<file path="src/rtl/sid_pot.sv">
// SID paddle converter: measures POTX/POTY capacitor charge time over a 512-tick cycle.
// Optional SID_POT_SYNC_EN adds a two-flop synchroniser on each comparator input.
package sid;
  localparam int PHI0 = 0;
  localparam int PHI1 = 1;
  localparam int PHI2 = 2;
  localparam int PHI3 = 3;

  typedef logic [3:0] phase_t;
  typedef logic [8:0] reg9_t;

  typedef struct packed {
    logic [1:0] charged;
  } pot_i_t;

  typedef struct packed {
    logic discharge;
  } pot_o_t;

  typedef struct packed {
    logic [1:0][7:0] xy;
  } pot_reg_t;
endpackage

module sid_pot (
  input  logic          clk,
  input  logic          rst_n,
  input  sid::phase_t   phi,
  input  sid::pot_i_t   pot_i,
  output sid::pot_o_t   pot_o,
  output sid::pot_reg_t pot_reg
);

  logic            tick_s;
  logic            charge_phase_s;
  logic            latch_s;
  logic [1:0]      charged_s;
  logic            phi_unused_s;
  sid::reg9_t      cnt_q;
  sid::reg9_t      cnt_d;
  logic [1:0][7:0] pos_q;
  logic [1:0][7:0] pos_d;
  logic [1:0][7:0] xy_q;
  logic [1:0][7:0] xy_d;

  assign tick_s         = phi[sid::PHI1];
  assign phi_unused_s   = ^{phi[sid::PHI0], phi[sid::PHI2], phi[sid::PHI3]};
  assign charge_phase_s = cnt_q[8];
  assign latch_s        = (cnt_q == 9'd511);

`ifdef SID_POT_SYNC_EN
  logic [1:0] sync1_q;
  logic [1:0] sync2_q;

  // Comparator outputs are asynchronous to clk; resolve them every clk edge.
  always_ff @(posedge clk or negedge rst_n) begin
    if (!rst_n) begin
      sync1_q <= 2'b00;
      sync2_q <= 2'b00;
    end else begin
      sync1_q <= pot_i.charged;
      sync2_q <= sync1_q;
    end
  end

  assign charged_s = sync2_q;
`else
  assign charged_s = pot_i.charged;
`endif

  // Next-state: cycle counter, per-channel position counters and latched readings.
  always_comb begin
    cnt_d = cnt_q;
    pos_d = pos_q;
    xy_d  = xy_q;
    if (tick_s) begin
      cnt_d = cnt_q + 9'd1;
      for (int i = 0; i < 2; i++) begin
        if (!charge_phase_s) begin
          pos_d[i] = 8'd0;
        end else if (latch_s) begin
          // Last tick of the charge phase only publishes; at most 255 increments precede it.
          xy_d[i]  = pos_q[i];
          pos_d[i] = pos_q[i];
        end else if (!charged_s[i]) begin
          pos_d[i] = pos_q[i] + 8'd1;
        end else begin
          pos_d[i] = pos_q[i];
        end
      end
    end else begin
      cnt_d = cnt_q;
      pos_d = pos_q;
      xy_d  = xy_q;
    end
  end

  // State registers.
  always_ff @(posedge clk or negedge rst_n) begin
    if (!rst_n) begin
      cnt_q <= 9'd0;
      pos_q <= {8'd0, 8'd0};
      xy_q  <= {8'd0, 8'd0};
    end else begin
      cnt_q <= cnt_d;
      pos_q <= pos_d;
      xy_q  <= xy_d;
    end
  end

  assign pot_o.discharge = ~cnt_q[8];
  assign pot_reg.xy      = xy_q;

endmodule

</file>
<file path="config.mk">
export PLATFORM = sky130hd
export DESIGN_NAME = sid_pot
export DESIGN_NICKNAME = d
export VERILOG_FILES = /design/src/rtl/sid_pot.sv
export SDC_FILE = /design/constraint.sdc
export NUM_CORES = 1
export LEC_CHECK = 0
export CAP_MARGIN = 20
export CORE_MARGIN = 1
export CORE_UTILIZATION = 39
export CTS_BUF_LIST = sky130_fd_sc_hd__clkbuf_8
export CTS_CLUSTER_DIAMETER = 40
export DETAILED_ROUTE_END_ITERATION = 12
export GPL_ROUTABILITY_DRIVEN = 0
export PLACE_DENSITY_LB_ADDON = 0.1
export RECOVER_POWER = 100
export SKIP_CTS_REPAIR_TIMING = 1
export SYNTH_ARGS = -nofsm -noshare
export SYNTH_HDL_FRONTEND = slang
export SYNTH_SLANG_ARGS = --single-unit
</file>
<file path="constraint.sdc">
create_clock -name clk -period 2.8 [get_ports clk]
set_input_delay 0.56 -clock clk [delete_from_list [all_inputs] [get_ports clk]]
set_output_delay 0.56 -clock clk [all_outputs]
set_load 0.03 [all_outputs]
</file>
==> impl_metrics.tcl, run 1 <==
set metrics [dict create \
    dpl_cell_area_mm2 0.002186 \
    post-route-cell-area_mm2 0.002260 \
    io_buffer_count 21 \
    cp_num_buf_inv 2 \
    synth_edf_count 0 \
    max_freq_mhz 404.7 \
    synth_seq_cells 41 \
    track_usage 0.1571 \
    syn-cell-area_mm2 0.001904 \
    multi_input_area_um2 848.3 \
    fin_util 0.4784 \
    worst-path-max-fanout 14 \
    fill_cells 432 \
    worst_pin_slew_ns 2.187 \
    drc_errors 0 \
    syn_nets 178 \
    maxSlewHeadroom -0.4578 \
    report.final.slew_viol_count 42 \
    seq_area_frac_synth 0.5388 \
    numCtsBuffers 5 \
    register_area_mm2 0.001026 \
    r2r_slack_ns 0.55 \
    synthArstFlopShare 1.000 \
    num_vias 1333 \
    rsz0062_at_grt "false" \
    required_ns 2.24 \
    layout_commonest_cell "dfrtp_1" \
    wl_um 3539 \
    avgSynthCellArea_um2 11.47 \
    tns_ns 0 \
    violations "capacitance limit, slew limit" \
    p_leak_uw 0.001017 \
    die_area_mm2 0.005166 \
    clk_latency_ns 0.29 \
    total_power_uw 1238 \
    die_y_um 71.88 \
    critPathArrivalTime_ns 1.91 \
    coreArea_mm2 0.004723 \
    finalHoldViolCount 0 \
    timing_worst_setup_path_type "reg2out" \
    worstSetupStartpointType "flop" \
    r2r_cells 7 \
    dpl.hpwl_um 2423 \
    cp_slowest_stage_delay_ns 0.75 \
    via_per_inst 5.147 \
    clock_skew_ns 0.006730 \
    grt_pass1_wl_um 6113 \
    ir_drop_mv 0.2618 \
    setup_viol 0 \
    grt_max_degree 42 \
    whs_ns 0.4725 \
    synth_top_flop_cell "dfrtp_1" \
    clkTransAtPathRegs_ns 0.08 \
    hold_class "reg2reg" \
    cts.sinks 41 \
    layout_common_cells "41 x dfrtp_1, 22 x nand2_1, 18 x dlygate4sd3_1" \
    antennaDiodeCount 0 \
    power-per-cell-area_mw_per_mm2 548.1 \
    overflow 0 \
    tritoncts "done" \
    drive_above_1_share 0.1406 \
    detail_route.wl_per_cell_um 13.66 \
    postRouteAntennaNets 0 \
    die_w_um 71.88 \
    fin_crit_sh 0.8824 \
    io_pins 25 \
    first_iter_violations 63 \
    root_buffer "clkbuf_8" \
    crit_cells 2 \
    area_delta_synth_final_pct 18.66 \
    worst_setup_path_end_kind "output pin" \
    drtPass1Iterations 4 \
    htree_num_levels 2 \
    status "finished with violations" \
    cap_violations 1 \
    start_util 0.4032 \
    rows 25 \
    critPathTopFamily "buffers and inverters" \
    synth_cell_types 29 \
    period_minus_slack_ns 2.471 \
    crit_slowest_cell "dlygate4sd3_1" \
    whs_path_depth 1 \
    first_global_vias 1321 \
    clockBufferDepth 2 \
    fin_nets 203 \
    yosys_warnings 0 \
    antenna_found_initial 0 \
    synthCells 166 \
    cp_cell_sequence "inv_1 -> dlygate4sd3_1" \
]
where the power goes:
group          leakage, µW  switching [µW]  total (µW)  internal (µW)
Sequential        0.000559            69.7         719            649
Combinational     0.000409            83.1         156           72.7
Clock            0.0000491             195         364            169
Total              0.00102             348        1240            891
cell type report:
class                           count  area share
Clock buffer                        5     0.03045
Clock inverter                      3    0.006091
Inverter                            2    0.003322
Multi-Input combinational cell    118      0.3754
Sequential cell                    41      0.4540
Tap cell                           67     0.03710
Timing Repair Buffer               23     0.09358
through the flow:
stage                     setup WS [ns]  instances
after floorplan                  0.8418        166
after global placement           0.4788        251
after detailed placement         0.4724        251
after CTS                        0.3856        259
after global routing             0.1809        259
final                            0.3292        259
layer usage:
layer  up-vias  part of all wire  global-route usage
li1        651                 -                   -
met1       650              0.50              0.2040
met2        28              0.45              0.2400
met3         4             0.040             0.03657
met4         0             0.011             0.09368
met5         -                 0                   0
cell families after synthesis:
logic type | after synthesis | share of synthesized area
AOI/OAI and AO/OA | 26 | 0.08804
and+or+nand+nor | 56 | 0.1570
xor gates and xnor gates | 7 | 0.03220
DFF | 41 | 0.5388
muxes | 25 | 0.1419
buffers and inverters | 7 | 0.01577
adders and majority gates | 4 | 0.02628
path summary, 6_finish.rpt:
kind,from,to
max in group asynchronous,rst_n,pot_reg[14]
hold / removal,cnt_q[7],cnt_q[7]
min in group asynchronous,rst_n,pot_reg[8]
hold reg to reg,cnt_q[7],cnt_q[7]
setup / recovery,cnt_q[8],pot_o
setup reg to reg,cnt_q[0],pos_q[12]
synth_stat cells, drive strengths merged (3+ instances only):
cell type / n / share of area
dfrtp: 41 / 0.54
o31ai: 4 / 0.016
a21oi: 6 / 0.016
nor2: 4 / 0.0079
nand2b: 8 / 0.026
ha: 4 / 0.026
xnor2: 4 / 0.018
o21ai: 8 / 0.021
mux2: 16 / 0.095
nand4: 6 / 0.020
buf: 3 / 0.0079
nand2: 22 / 0.043
xor2: 3 / 0.014
mux2i: 9 / 0.047
or4: 4 / 0.016
nand3: 4 / 0.013
(Power assumes the default switching activity.)
==> inputs of run 2 (changes only) <==
- SKIP_CTS_REPAIR_TIMING: 1 -> default
- SLEW_MARGIN: default -> 20
==> results of run 2 <==
Final layout, timing and power as in run 1 (identical DEF).
